<file path="config.mk">
export PLATFORM = sky130hd
export DESIGN_NAME = lsu
export DESIGN_NICKNAME = d
export VERILOG_FILES = /design/src/rtl/riscv_lsu_pkg.sv /design/src/rtl/lsu_load_fmt.sv /design/src/rtl/lsu.sv
export SDC_FILE = /design/constraint.sdc
export NUM_CORES = 1
export LEC_CHECK = 0
export ABC_CLOCK_PERIOD_IN_PS = 2900
export CAP_MARGIN = 25
export CORE_ASPECT_RATIO = 0.7
export CORE_MARGIN = 1.5
export CORE_UTILIZATION = 46
export CTS_CLUSTER_DIAMETER = 80
export DETAILED_ROUTE_END_ITERATION = 16
export GPL_TIMING_DRIVEN = 1
export HOLD_SLACK_MARGIN = 0.15
export MAX_ROUTING_LAYER = met4
export PLACE_DENSITY = 0.86
export SLEW_MARGIN = 20
export SYNTH_ARGS = -nofsm -noshare
export SYNTH_HDL_FRONTEND = slang
export SYNTH_SLANG_ARGS = --single-unit
export TNS_END_PERCENT = 1
</file>
<file path="constraint.sdc">
create_clock -name clk_i -period 2.9 [get_ports clk_i]
set_input_delay 0.29 -clock clk_i [delete_from_list [all_inputs] [get_ports clk_i]]
set_output_delay 0.29 -clock clk_i [all_outputs]
set_load 0.01 [all_outputs]
</file>
<file path="src/rtl/riscv_lsu_pkg.sv">
// Shared definitions for the load/store unit: size codes, FSM encoding and
// the helpers that decide whether a request may go to memory.
package riscv_lsu_pkg;

  localparam logic [2:0] LDST_B  = 3'd0;
  localparam logic [2:0] LDST_H  = 3'd1;
  localparam logic [2:0] LDST_W  = 3'd2;
  localparam logic [2:0] LDST_BU = 3'd4;
  localparam logic [2:0] LDST_HU = 3'd5;

  typedef enum logic [1:0] {
    LSU_IDLE = 2'd0,
    LSU_BUSY = 2'd1,
    LSU_DONE = 2'd2
  } lsu_state_e;

  // Codes 3, 6 and 7 are not access sizes.
  function automatic logic size_legal(input logic [2:0] size);
    case (size)
      LDST_B, LDST_H, LDST_W, LDST_BU, LDST_HU: size_legal = 1'b1;
      default:                                  size_legal = 1'b0;
    endcase
  endfunction

  // Halves must sit on an even byte, words on a multiple of four.
  function automatic logic addr_aligned(input logic [2:0] size, input logic [1:0] lo);
    case (size)
      LDST_H, LDST_HU: addr_aligned = (lo[0] == 1'b0);
      LDST_W:          addr_aligned = (lo == 2'b00);
      default:         addr_aligned = 1'b1;
    endcase
  endfunction

endpackage

</file>
<file path="src/rtl/lsu_load_fmt.sv">
// Load data formatter: picks the addressed byte/half lane out of the memory
// word and sign- or zero-extends it to the full data width.
module lsu_load_fmt
  import riscv_lsu_pkg::*;
#(
  parameter int DATA_W = 32
) (
  input  logic [2:0]        size,
  input  logic [1:0]        addr_lo,
  input  logic [DATA_W-1:0] mem_rd,
  output logic [DATA_W-1:0] rd
);

  logic signed [7:0]  byte_s;
  logic signed [15:0] half_s;

  // Lane select followed by extension; sized casts of signed lanes sign-extend.
  always_comb begin
    byte_s = $signed(mem_rd[8*addr_lo +: 8]);
    half_s = addr_lo[1] ? $signed(mem_rd[31:16]) : $signed(mem_rd[15:0]);
    rd     = mem_rd;
    case (size)
      LDST_B:  rd = DATA_W'(byte_s);
      LDST_H:  rd = DATA_W'(half_s);
      LDST_BU: rd = {{(DATA_W-8){1'b0}}, byte_s};
      LDST_HU: rd = {{(DATA_W-16){1'b0}}, half_s};
      default: rd = mem_rd;
    endcase
  end

endmodule

</file>
<file path="src/rtl/lsu.sv">
// Load/store unit: turns a byte/half/word core request into one aligned word
// access with byte enables, stalls the core until memory answers and returns
// the extended load data.
module lsu
  import riscv_lsu_pkg::*;
#(
  parameter int ADDR_W = 32,
  parameter int DATA_W = 32
) (
  input  logic              clk_i,
  input  logic              rst_i,
  input  logic              core_req_i,
  input  logic              core_we_i,
  input  logic [2:0]        core_size_i,
  input  logic [ADDR_W-1:0] core_addr_i,
  input  logic [DATA_W-1:0] core_wd_i,
  output logic [DATA_W-1:0] core_rd_o,
  output logic              core_stall_o,
  output logic              core_err_o,
  output logic              mem_req_o,
  output logic              mem_we_o,
  output logic [3:0]        mem_be_o,
  output logic [ADDR_W-1:0] mem_addr_o,
  output logic [DATA_W-1:0] mem_wd_o,
  input  logic [DATA_W-1:0] mem_rd_i,
  input  logic              mem_ready_i
);

  lsu_state_e        state;
  logic [2:0]        size_q;
  logic [1:0]        lane_q;
  logic              access_ok;
  logic [DATA_W-1:0] fmt_rd;

  // Byte enables of a store for the given size and low address bits.
  function automatic logic [3:0] store_be(input logic [2:0] size, input logic [1:0] lo);
    case (size)
      LDST_B:  store_be = 4'b0001 << lo;
      LDST_H:  store_be = 4'b0011 << {lo[1], 1'b0};
      default: store_be = 4'b1111;
    endcase
  endfunction

  // Store data replicated across every lane so the enabled bytes pick it up.
  function automatic logic [DATA_W-1:0] store_wd(input logic [2:0] size, input logic [DATA_W-1:0] wd);
    case (size)
      LDST_B:  store_wd = {4{wd[7:0]}};
      LDST_H:  store_wd = {2{wd[15:0]}};
      default: store_wd = wd;
    endcase
  endfunction

  assign access_ok = size_legal(core_size_i) && addr_aligned(core_size_i, core_addr_i[1:0]);

  // Core must hold while a request is being accepted or memory is pending.
  assign core_stall_o = ((state == LSU_IDLE) && core_req_i) || (state == LSU_BUSY);

  // Formatting uses the captured size and lane, never the live core address.
  lsu_load_fmt #(.DATA_W(DATA_W)) u_load_fmt (
    .size    (size_q),
    .addr_lo (lane_q),
    .mem_rd  (mem_rd_i),
    .rd      (fmt_rd)
  );

  // Access FSM with all memory-side and core-side outputs registered.
  always_ff @(posedge clk_i) begin
    if (rst_i) begin
      state      <= LSU_IDLE;
      core_rd_o  <= '0;
      core_err_o <= 1'b0;
      mem_req_o  <= 1'b0;
      mem_we_o   <= 1'b0;
      mem_be_o   <= 4'b0000;
      mem_addr_o <= '0;
      mem_wd_o   <= '0;
      size_q     <= 3'd0;
      lane_q     <= 2'd0;
    end else begin
      case (state)
        LSU_IDLE: begin
          if (core_req_i) begin
            if (access_ok) begin
              mem_req_o  <= 1'b1;
              mem_we_o   <= core_we_i;
              mem_be_o   <= core_we_i ? store_be(core_size_i, core_addr_i[1:0]) : 4'b1111;
              mem_addr_o <= {core_addr_i[ADDR_W-1:2], 2'b00};
              mem_wd_o   <= store_wd(core_size_i, core_wd_i);
              size_q     <= core_size_i;
              lane_q     <= core_addr_i[1:0];
              state      <= LSU_BUSY;
            end else begin
              core_err_o <= 1'b1;
              state      <= LSU_DONE;
            end
          end
        end
        LSU_BUSY: begin
          if (mem_ready_i) begin
            mem_req_o <= 1'b0;
            if (!mem_we_o) core_rd_o <= fmt_rd;
            state <= LSU_DONE;
          end
        end
        LSU_DONE: begin
          core_err_o <= 1'b0;
          state      <= LSU_IDLE;
        end
        default: state <= LSU_IDLE;
      endcase
    end
  end

endmodule

</file>
Yosys cells after proc, flatten, opt, wreduce, memory -nomap -nowiden:

Index checks and enable logic that the tools add are counted.

* bitwise gates (word level): 2
* reduce and logical (&&, ||, !) cells: 16
* shift operators: 3
* eq/ne operators: 13
* muxes and demuxes: 18

Operators by type and width (number)
* one-hot mux 32 bit (4 select lines): 1
* one-hot mux 32 bit (2 select lines): 1
* variable part select 32 x 6 -> 8 bit: 1
* two-way mux 16 bit: 1
* equality test 3 bit, second input constant: 4
* AND reduction 3 bit: 3
* inequality test 2 bit, second input constant: 4
* one-hot mux 4 bit (2 select lines): 1
* equality test 3 x 1 -> 1 bit, second input constant: 2
* logical NOT 3 bit: 2
* two-way mux 1 bit: 6
* two-way mux 2 bit: 3
* one-hot mux 1 bit (2 select lines): 3
* OR reduction 5 bit: 1
* logical NOT 2 bit: 2
* two-way mux 4 bit: 1
* one-hot mux 2 bit (2 select lines): 1
* AND reduction 4 bit: 1
* nonzero test 2 bit: 2
* << shifter 1 x 2 -> 4 bit, first input constant: 1
* << shifter 2 x 2 -> 4 bit, first input constant: 1
* equality test 3 x 2 -> 1 bit, second input constant: 1
* equality test 2 x 1 -> 1 bit, second input constant: 1
* equality test 2 bit, second input constant: 1
* 5 further kinds: 7

* output and inout port bits: 104
* word-level logic and storage cells: 62
* input bits: 104
* flip-flop bits (word level): 108

Logic depth before layout (Yosys ltp):

* depth after elaboration: 7
* mapped depth: 8
* depth with buffers taken out: 4

Modules after synthesis:

Synthesis repeated with hierarchy kept, for this count alone.

* cells, all modules: 634
* area total of the unflattened synthesis: 4992.3 µm²

By module, submodules not included
* lsu: cells an instance 516, area each 4231.6 µm², times used 1, sequential area each 2162.1 µm²
* lsu_load_fmt: cells an instance 118, area each 760.7 µm², times used 1, sequential area each 0.0 µm²

Worst setup path before layout:

OpenSTA, ideal clock, no wires.

* path kind: register to register
* from: register lane_q[0]
* to: register core_rd_o[4]
* setup slack: 1.425 ns
* cell stages (with the launch flop): 6
* clock period less this slack: 1.475 ns
* arrival: 1.334 ns
* setup time: 0.141 ns
* cell sequence: dfxtp_1 > and2b_1 > buf_4 > mux2_2 > a22oi_1 > a311oi_1

* longest elaborated chain between the ends: 2

RTL lines
* from (decl): RTL line lsu.sv:31 `logic [1:0] lane_q;`
* from (signal assigned): RTL line lsu.sv:90 `lane_q <= core_addr_i[1:0];`
* variable part select 32 x 6 -> 8 bit: RTL line lsu_load_fmt.sv:19 `byte_s = $signed(mem_rd[8*addr_lo +: 8]);`
* one-hot mux 32 bit (4 select lines): RTL line lsu_load_fmt.sv:22 `case (size)`
* to (signal assigned): RTL line lsu.sv:101 `if (!mem_we_o) core_rd_o <= fmt_rd;`
* to (decl): RTL line lsu.sv:17 `output logic [DATA_W-1:0] core_rd_o,`

No other way between the ends.
A chain may end at the register's enable or synchronous reset.

Worst setup path after layout:

* from: input port core_addr_i[1]
* to: register mem_addr_o[15]

* longest elaborated chain between the ends: 4

RTL lines
* from (decl): RTL line lsu.sv:15 `input logic [ADDR_W-1:0] core_addr_i,`
* logical NOT 2 bit: RTL line riscv_lsu_pkg.sv:29 `LDST_W: addr_aligned = (lo == 2'b00);`
* one-hot mux 1 bit (2 select lines): RTL line riscv_lsu_pkg.sv:27 `case (size)`
* logical AND 1 bit: RTL line lsu.sv:53 `assign access_ok = size_legal(core_size_i) && addr_aligned(core_size_i, core_addr_i[1:0]);`
* AND reduction 3 bit (no source line)
* to (signal assigned): RTL line lsu.sv:87 `mem_addr_o <= {core_addr_i[ADDR_W-1:2], 2'b00};`
* to (decl): RTL line lsu.sv:23 `output logic [ADDR_W-1:0] mem_addr_o,`

No other way between the ends.

==> results.yml <==
timing:
  maxSlewViolCount: 0
  skew_ps: 8.42
  rsz0062_at_grt: "false"
  setup_violations: 0
  min_period_ps: 2020
  max_slew_margin_pct: 55.6
  hold_violations: 0
  hold_slack_ps: 455
  finalCritPeriodShare_pct: 69.6
  setup_tns_ps: 0
  worst_slew_pin_slew_ps: 666
  fmax_ghz: 0.496
logic_synthesis:
  synth_cells: 587
  syn_area_um2: 4880
  async_flop_share_pct: 0
  yosys.area.top_type: "dfxtp_1"
  yosysMostFrequentCell: "nand2_1"
  ys_seq_area_share_pct: 44.3
  synth-edff-count: 0
  ys.flop_type: "dfxtp_1"
  ys_top_cells_by_count: "nand2_1 (141), dfxtp_1 (108), nor2_1 (61), a21oi_1 (57), a211oi_1 (28)"
  synth.distinct_cells: 41
  synth_area_per_cell_um2: 8.31
  yosys.area.top_type_share_pct: 44.3
  netlist_top_cells_area: "dfxtp_1 (44%), nand2_1 (11%), a21oi_1 (5.9%), nor2_1 (4.7%), a211oi_1 (4.3%)"
  ys.warnings.count: 0
  ys_ff_latch: 108
route:
  totalWireLength_um: 15000
  drt_first_pass_iters: 14
  antenna_left: 0
  drc_errors: 2
  avgRoutedWirePerCell_um: 16.7
  drt_iter0_drc: 419
  num_vias: 4956
  viasPerCell: 5.49
floorplan:
  die_w_um: 126
  core_area_um2: 10300
  die_y_um: 89.1
  die-area_um2: 11200
  start_util_pct: 47.3
  pin_count: 208
  rows: 31
layout:
  synthToLayoutAreaGrowth_pct: 49.2
  fin_util_pct: 70.5
  n_antenna_cell: 0
  drive_gt1_share_pct: 7.65
  fill_cells: 797
  layout.nets: 870
  final_design_area_no_fill_um2: 7270
power_and_ir_drop:
  power_density_nw_per_um2: 491
  peakVddDrop_uv: 401
  power.total_mw: 3.57
  p_leak_nw: 2.49
clocking:
  cts_tree: "built"
  holdBufCountCts: 0
  clkSinkCount: 108
  cts.clk_slew.worst_paths_ps: 80
  htree_levels: 3
  cts_buffers: 9
  cts_root_buf: "clkbuf_16"
  postCtsSetupBuffers: 0
  cts_resized: 0
  clock_latency_ps: 340
  clk_path_buf_depth: 2
placed_design:
  dpl.hpwl_um: 11100
  placedInstanceArea_um2: 6970
  io_buffers: 205
  gp_congestion: 0.920
worst_setup_path:
  crit_path_max_fanout: 34
  critPathCaptureType: "flip-flop"
  start_kind: "input port"
  required_ps: 3160
  worstPathArrival_ps: 2280
  crit_type: "input port to flip-flop"
run_status:
  status: "complete, but fails checks"
  violations: "design-rule violations"
global_routing:
  grt_use_total_pct: 26.7
  grt_max_degree: 63
  grt_pass1_vias: 4626
  antenna_found_initial: 0
  globalRouteOverflowTotal: 0
  grt_pass1_wl_um: 23100
job:
  max_cap_violations: 0
min_path:
  hp-class: "flip-flop to flip-flop"
## worst max-delay path: stages
cell and delay [ps]:
clkdlybuf4s50_1 490, nor4_2 500, o21a_2 350, buf_4 360, nand2_1 120, a21oi_1 160
## path summary, 6_finish.rpt
path	start	endpoint	slack, ps	depth (start not counted)
min reg2reg	mem_addr_o[17]$_SDFFE_PP0P_	mem_addr_o[17]$_SDFFE_PP0P_	460	2
min	mem_addr_o[17]$_SDFFE_PP0P_	mem_addr_o[17]$_SDFFE_PP0P_	460	2
max	core_addr_i[1]	mem_addr_o[15]$_SDFFE_PP0P_	880	6
max reg2reg	size_q[0]$_SDFFE_PP0P_	core_rd_o[7]$_SDFFE_PP0P_	900	4
## sequential cells by signal, summed over array words and instances (netlist names)
register,cells
core_err_o,1
mem_we_o,1
lane_q,2
mem_req_o,1
mem_addr_o,30
mem_be_o,4
core_rd_o,32
state,2
size_q,3
mem_wd_o,32
## stage by stage
step                instances  setup slack (ps)
floorplan                 588              1420
global placement          887               648
detailed placement        887               523
CTS                       903               879
global route              903               725
finish                    903               883
## final cells by class
| class | instances | area (µm²) | share of cell area (%) |
|---|---|---|---|
| clock buffers | 10 | 229 | 3.15 |
| flip-flops and latches | 108 | 2160 | 29.7 |
| clock inverters | 6 | 71.3 | 0.981 |
| multi-input cells | 425 | 2450 | 33.8 |
| well taps | 132 | 165 | 2.27 |
| inverters | 3 | 11.3 | 0.155 |
| repair buffers | 219 | 2180 | 30.0 |
## cells in the final DEF, fill, tap and decap left out, types with 2 or more instances in the layout
cell type and instances:
clkdlybuf4s50_1 204, nand2_1 141, dfxtp_1 108, nor2_1 61, a21oi_1 57, a211oi_1 28, mux2i_1 20, nand3b_1 19
mux2_2 14, buf_4 13, o21ai_0 11, a311oi_1 10, clkbuf_16 9, o211ai_1 8, a21o_1 8, a311oi_2 7
a22oi_1 7, o221ai_1 6, nor3_1 5, inv_1 3, nand2b_1 3, a221oi_1 2, conb_1 2, buf_12 2
## where the power goes
group / switching (mW) / internal, mW / leakage [nW]
sequential: 0.0539 / 1.56 / 0.880
clock: 0.559 / 0.680 / 0.145
combinational: 0.333 / 0.383 / 1.47
## layer usage
layer / part of all wire (%) / up-vias / track usage (%)
li1: - / 2408 / -
met1: 44 / 2318 / 34.5
met2: 46 / 210 / 42.1
met3: 7.7 / 20 / 6.52
met4: 1.9 / 0 / 7.63
met5: 0 / - / -
## cells by family (layout without fill, tap and decap cells)
logic type / count (synthesis) / count (layout) / synth area share [%]
simple gates: 239 / 239 / 21.1
flops: 108 / 108 / 44.3
mux: 35 / 35 / 7.57
other cells: 1 / 2 / 0.0769
compound gates: 149 / 149 / 21.2
buf+inv: 55 / 238 / 5.65
Note: power is estimated with default switching activity, not from simulation.
